==> src/rtl/param_counter.sv <==
// ---------------------------------------------------------------------------
// param_counter
//   Modulo-(MAX_COUNT+1) up/down counter with count enable, a prescaler,
//   synchronous clear, parallel load (saturating at MAX_COUNT), a registered
//   one-cycle terminal-count pulse on wrap and a sticky wrap flag.
//
// Ports
//   clk   in   system clock, all state updates on the rising edge
//   rs    in   asynchronous active-low reset
//   en    in   count enable (gates prescaler and stepping)
//   up    in   direction, 1 = up, 0 = down, sampled at each step
//   clr   in   synchronous clear (highest priority)
//   load  in   synchronous parallel load
//   d     in   load value, saturated to MAX_COUNT
//   q     out  current count, registered
//   tc    out  one-cycle pulse on the cycle after a wrap step
//   ovf   out  sticky wrap flag, cleared only by clr or rs
// ---------------------------------------------------------------------------
module param_counter #(
    parameter int WIDTH     = 4,
    parameter int MAX_COUNT = 15,
    parameter int PRESCALE  = 1,
    parameter int PS_WIDTH  = 8
) (
    input  logic             clk,
    input  logic             rs,
    input  logic             en,
    input  logic             up,
    input  logic             clr,
    input  logic             load,
    input  logic [WIDTH-1:0] d,
    output logic [WIDTH-1:0] q,
    output logic             tc,
    output logic             ovf
);

    localparam logic [WIDTH-1:0] MAX_Q = WIDTH'(MAX_COUNT);
    localparam logic [WIDTH-1:0] ONE_Q = WIDTH'(1);

    logic             step;
    logic [WIDTH-1:0] q_reg;
    logic             tc_reg;
    logic             ovf_reg;

    logic [WIDTH-1:0] q_up;
    logic [WIDTH-1:0] q_down;
    logic [WIDTH-1:0] q_load;
    logic             wrap;

    // -----------------------------------------------------------------------
    // Prescaler. With PRESCALE == 1 no register exists at all and every
    // enabled cycle is a step. Otherwise the phase counter runs 0..PRESCALE-1
    // on enabled cycles and the step coincides with the terminal phase.
    // clr and load both restart the phase so the next step needs a full
    // PRESCALE enabled cycles.
    // -----------------------------------------------------------------------
    generate
        if (PRESCALE <= 1) begin : g_no_prescale
            assign step = en;
        end else begin : g_prescale
            localparam logic [PS_WIDTH-1:0] PS_LAST = PS_WIDTH'(PRESCALE - 1);
            localparam logic [PS_WIDTH-1:0] PS_ONE  = PS_WIDTH'(1);

            logic [PS_WIDTH-1:0] ps_reg;

            always_ff @(posedge clk or negedge rs) begin
                if (!rs) begin
                    ps_reg <= '0;
                end else if (clr || load) begin
                    ps_reg <= '0;
                end else if (en) begin
                    if (ps_reg == PS_LAST) begin
                        ps_reg <= '0;
                    end else begin
                        ps_reg <= ps_reg + PS_ONE;
                    end
                end
            end

            assign step = en && (ps_reg == PS_LAST);
        end
    endgenerate

    // -----------------------------------------------------------------------
    // Next-value candidates. Wrap is decided on the current count and the
    // direction sampled on this very edge, so a direction flip exactly on a
    // step edge already uses the new direction.
    // -----------------------------------------------------------------------
    always_comb begin
        q_up   = (q_reg == MAX_Q) ? '0 : q_reg + ONE_Q;
        q_down = (q_reg == '0) ? MAX_Q : q_reg - ONE_Q;
        wrap   = up ? (q_reg == MAX_Q) : (q_reg == '0);
        q_load = (d > MAX_Q) ? MAX_Q : d;
    end

    // Priority: clr > load > step > hold. tc is a pulse, so every branch
    // other than a wrapping step drives it low.
    always_ff @(posedge clk or negedge rs) begin
        if (!rs) begin
            q_reg   <= '0;
            tc_reg  <= 1'b0;
            ovf_reg <= 1'b0;
        end else if (clr) begin
            q_reg   <= '0;
            tc_reg  <= 1'b0;
            ovf_reg <= 1'b0;
        end else if (load) begin
            q_reg  <= q_load;
            tc_reg <= 1'b0;
        end else if (step) begin
            q_reg   <= up ? q_up : q_down;
            tc_reg  <= wrap;
            ovf_reg <= ovf_reg | wrap;
        end else begin
            tc_reg <= 1'b0;
        end
    end

    assign q   = q_reg;
    assign tc  = tc_reg;
    assign ovf = ovf_reg;

endmodule

==> config.mk <==
export PLATFORM = sky130hd
export DESIGN_NAME = param_counter
export DESIGN_NICKNAME = d
export VERILOG_FILES = /design/src/rtl/param_counter.sv
export SDC_FILE = /design/constraint.sdc
export NUM_CORES = 1
export LEC_CHECK = 0
export CORE_AREA = 5 5 42 44
export CTS_BUF_LIST = sky130_fd_sc_hd__clkbuf_8
export CTS_CLUSTER_SIZE = 10
export DETAILED_ROUTE_END_ITERATION = 8
export DIE_AREA = 0 0 47 49
export PLACE_DENSITY = 0.74
export SLEW_MARGIN = 0
export SYNTH_ARGS = -nofsm -noshare
export SYNTH_HDL_FRONTEND = slang
export SYNTH_SLANG_ARGS = --single-unit
==> constraint.sdc <==
create_clock -name clk -period 1.7 [get_ports clk]
set_input_delay 0.255 -clock clk [delete_from_list [all_inputs] [get_ports clk]]
set_output_delay 0.255 -clock clk [all_outputs]
set_load 0.02 [all_outputs]
==> flow_summary.ini, run 1 <==
[detailed_routing]
wl_per_cell_um = 13.8
ant_nets = 0
drcViolationCount = 0
via_per_inst = 5.42
routed_wl_um = 1220
via_count = 477
first_pass_iters = 4
drt_iter0_markers = 13

[synthesis]
yosys.cell_types.count = 25
synth_nets = 63
synth_area_per_cell_sq_um = 8.88
synth_edf_count = 0
netlist_area_sq_um = 453
yosysWarnings = 0
synth_cells = 51
synthArstFlopShare = 1.00
synth_top_area_frac = 0.331
synth_ff_type = dfrtp_1
synthTopCellsByArea = dfrtp_1 33%, inv_1 5.8%, a21oi_1 5.5%
ys_ff_latch = 6
synth_top_area_cell = dfrtp_1
yosysSeqAreaShare = 0.331

[clock_tree]
cts_tree = done
cts_made_buffers = 3
cts_setup_buffers = 0
clkTransAtPathRegs_ns = 0.04
cts-root-buf = clkbuf_8
clk_latency_ns = 0.22
clk_path_buf_depth = 2
postCtsHoldBufs = 0
cts_resized = 0
htree_num_levels = 1
clkSinkCount = 6

[pwr]
vdd_drop_max_mv = 0.267
power.leakage_nw = 0.309
p_total_mw = 0.529
power_density_nw_per_um2 = 766

[worst_setup_path]
cpPeakStageDelay_ns = 0.49
cp_data_required_time_ns = 1.85
path_buf_inv = 1
r2r_slack_ns = 0.1
r2r_start = q[1]
reg2reg_depth = 6
worst_setup_path_start_kind = flop
critical-path-top-delay-family = simple AND/OR/NAND/NOR gates
arrival_ns = 1.75
crit_path_max_fanout = 3
crit_slowest_cell = or4b_4
crit_path_end_kind = flop
worstSetupPathType = flop to flop
worstPathCellList = inv_1 > ha_2 > or4b_4 > a311oi_2 > a21oi_1 > nor2_1
crit_cells = 6
r2r-end = q[0]

[layout]
fin_nets = 86
area.growth.synth_to_final_pct = 52.5
n_antenna_cell = 0
multi_input_area_sq_um = 258
fin_cells = 88
largest_reg_flops = 4
drive_above_1_share = 0.181
seqCellArea_sq_um = 150
design_area_sq_um = 691
utilization = 0.493
fillers = 137

[timing]
setup_viol = 0
fin_crit_ns = 1.60
fin_crit_sh = 0.943
max-slew-margin-rel = 0.699
finClkSkew_ns = 0.00187
tns_ns = 0
maxSlewViolCount = 0
grt_setup_unrepaired = false
worst_pin_slew_ns = 0.440
timing.final.ws_setup_ns = 0.0970
hold_violations = 0
holdWs_ns = 0.270
fmax_mhz = 624

[grt]
antenna_found_initial = 0
grt_overflow = 0
grt_pass1_wl_um = 1880
grt_usage = 0.117
grt_pass1_vias = 438
grt_start_max_net_pins = 9

[die]
core_sq_um = 1400
dieArea_sq_um = 2300
initial_core_util = 0.323
fp.dieH_um = 49
io_pins = 16
rows = 14
fp.dieW_um = 47

[placement]
place_inst = 85
dp.final_hpwl_um = 992
gp_congestion = 0.828
dp_slack_ns = 0.0319
placed_cell_area_sq_um = 647
io_buffers = 15

[job]
drv_cap = 0

[worst_hold_path]
holdCritPathClass = input pin to async pin

[outcome]
status = complete, no violations
## kinds of logic after synthesis
| family | synth area share |
|---|---|
| flops | 0.331 |
| xor+xnor | 0.0387 |
| mux | 0.0442 |
| buf+inv | 0.105 |
| fa+ha+maj | 0.0552 |
| compound gates | 0.246 |
| simple gates | 0.180 |
## layout by cell type, fill, tap and decap left out
master,instances
clkdlybuf4s50_1,15
inv_1,7
dfrtp_1,6
buf_4,6
nor2_1,5
a21oi_1,5
nand2_1,4
clkbuf_8,3
mux2i_1,2
a31oi_1,2
nand4_1,1
or4b_4,1
a2111oi_2,1
xnor2_1,1
a211oi_1,1
nand2b_1,1
and4b_1,1
nor3_1,1
a2111oi_0,1
nor4_1,1
a311o_1,1
o31ai_1,1
xor2_1,1
a41o_1,1
a311oi_2,1
ha_2,1
ha_1,1
## synth_stat cells (2+ instances only)
master	n
a21oi_1	5
a31oi_1	2
buf_2	2
dfrtp_1	6
ha_1	2
inv_1	7
mux2i_1	2
nand2_1	4
nor2_1	5
## power breakdown
group / switching [mW] / internal [mW]
combinational: 0.0767 / 0.0806
clock: 0.0601 / 0.152
sequential: 0.00699 / 0.153
## how the worst max path moves through the flow
stage               start  endpoint  slack [ns]
finish               q[1]      q[0]         0.1
global route         q[1]      q[0]       0.003
CTS                  q[1]        tc        0.09
detailed placement     up        tc        0.03
global placement       up        tc        0.04
floorplan            q[0]        tc        0.02
## metal layers
| metal | vias to the layer above | share of wire | track usage |
|---|---|---|---|
| met3 | 5 | 0.052 | 0.0111 |
| met2 | 20 | 0.53 | 0.186 |
| met5 | - | 0 | 0 |
| met4 | 0 | 0.036 | 0.111 |
| met1 | 222 | 0.38 | 0.126 |
| li1 | 230 | - | - |
## cell type report
type / instances / share of cell area
Multi-Input combinational cell: 35 / 0.373
Timing Repair Buffer: 21 / 0.283
Sequential cell: 6 / 0.217
Clock buffer: 3 / 0.0598
Inverter: 7 / 0.0380
Tap cell: 16 / 0.0290
No activity file was read; power rests on OpenSTA's default activity.
==> run 2: changes to the inputs <==
CORE_AREA = not set   (was 5 5 42 44)
CORE_MARGIN = 5   (was not set)
CORE_UTILIZATION = 30   (was not set)
DIE_AREA = not set   (was 0 0 47 49)
GPL_ROUTABILITY_DRIVEN = 0   (was not set)
PLACE_DENSITY = 0.68   (was 0.74)
==> run 2 against run 1 <==
  * Via count down 4.8%
  * Power increased by 0.88%
  * Clock-buffer cell count stayed put
  * Clock skew about the same
  * Largest cell class unchanged
==> flow_summary.ini, run 2 (synthesis gave the netlist of run 1 again) <==
[layout]
design_area_sq_um = 703
largest_reg_flops = 4
drive_above_1_share = 0.222
n_antenna_cell = 0
fillers = 150
final_cell_mix = 15 x clkdlybuf4s50_1, 6 x dfrtp_1, 6 x buf_4
area.growth.synth_to_final_pct = 55.2
final_common_cell = clkdlybuf4s50_1
utilization = 0.478
fin_nets = 86

[placement]
placed_cell_area_sq_um = 647
dp.final_hpwl_um = 1010
io_buffers = 15

[timing]
grt_setup_unrepaired = false
worst_pin_slew_ns = 0.375
tns_ns = 0
finClkSkew_ns = 0.00162
setup_viol = 0
hold_violations = 0
fin_crit_sh = 0.956
fin_crit_ns = 1.63
max-slew-margin-rel = 0.744
fmax_mhz = 615
maxSlewViolCount = 0

[grt]
grt_start_max_net_pins = 10
grt_usage = 0.106
grt_pass1_wl_um = 1970
antenna_found_initial = 0
grt_overflow = 0
grt_pass1_vias = 418

[clock_tree]
cts_setup_buffers = 0
clkTransAtPathRegs_ns = 0.04
clk_latency_ns = 0.22
clkSinkCount = 6
cts_tree = done
clk_path_buf_depth = 2
htree_num_levels = 1
cts_made_buffers = 3
cts-root-buf = clkbuf_8

[detailed_routing]
first_pass_iters = 4
via_count = 454
via_per_inst = 5.16
ant_nets = 0
drt_iter0_markers = 8
drcViolationCount = 0
wl_per_cell_um = 14.2
routed_wl_um = 1250

[die]
io_pins = 16
dieArea_sq_um = 2390
fp.dieH_um = 48.9
fp.dieW_um = 48.9
initial_core_util = 0.308
rows = 14
core_sq_um = 1470

[pwr]
power.leakage_nw = 0.309
power_density_nw_per_um2 = 759
vdd_drop_max_mv = 0.224

[worst_setup_path]
crit_path_max_fanout = 9
worstPathCellList = buf_4 > clkdlybuf4s50_1
reg2reg_depth = 6
worst_setup_path_start_kind = flop
cp_data_required_time_ns = 1.44
crit_path_end_kind = output pin
cpPeakStageDelay_ns = 0.61
r2r_slack_ns = 0.11
crit_slowest_cell = clkdlybuf4s50_1
r2r_start = q[1]
worstSetupPathType = flop to output pin
arrival_ns = 1.37
r2r-end = q[0]

[outcome]
status = complete, no violations

[worst_hold_path]
holdCritPathClass = input pin to async pin

[job]
drv_cap = 0
-- run 2: layout make-up --
type                            instances  area, sq um  share of cell area
Inverter                                7         26.3              0.0374
Sequential cell                         6          150               0.214
Tap cell                               16         20.0              0.0285
Clock buffer                            3         41.3              0.0587
Multi-Input combinational cell         35          270               0.384
Timing Repair Buffer                   21          195               0.278
-- run 2: layer usage --
layer / routed length, um / GRT usage / share of wire
met3: 38 / 0.0214 / 0.030
met4: 26 / 0.0673 / 0.021
met1: 506 / 0.123 / 0.40
met2: 678 / 0.174 / 0.54
met5: 0 / 0 / 0
-- run 2: what timing repair did --
item	in CTS	in global routing
gates resized for setup	0	5
endpoints found under the setup margin	0	1
endpoints found under the hold margin	0	0
hold buffers	0	0
-- run 2: metrics by stage --
step	hold WS [ns]	instances	power, mW	worst slack, ns
floorplan	-0.0406	51	0.246	0.0212
detailed placement	0.496	85	0.319	-0.0253
global placement	0.490	85	0.315	0.0411
finish	0.281	88	0.534	0.0740
global route	0.316	88	0.558	0.0255
CTS	0.292	88	0.531	0.0299
-- run 2: worst max-delay path by stage --
| stage | to | startpoint | slack (ns) |
|---|---|---|---|
| 6_report | q[3] | q[3] | 0.07 |
| 5_1_grt | q[0] | q[1] | 0.03 |
| 4_1_cts | q[0] | q[0] | 0.03 |
| 3_5_place_dp | q[0] | up | -0.03 |
| 3_3_place_gp | tc | up | 0.04 |
| 2_1_floorplan | tc | q[0] | 0.02 |
-- run 2: critical path: cells and delay by family (launching register included) --
kind,cells,cell delay [ns]
buffers and inverters,2,0.78
flip-flops,1,0.37
-- run 2: where the power goes --
group	switching, mW	internal [mW]	leakage (nW)	total (mW)
clock network	0.0582	0.152	0.0216	0.210
logic	0.0792	0.0841	0.207	0.163
registers	0.00772	0.153	0.0796	0.161
total	0.145	0.389	0.309	0.534
==> run 3: changes to the inputs <==
MAX_ROUTING_LAYER = met4   (was not set)
==> results of run 3 <==
The final DEF is identical to that of run 2; final timing and power are the same.
Main changes from that run: overall routing resource usage 0.106 -> 0.109
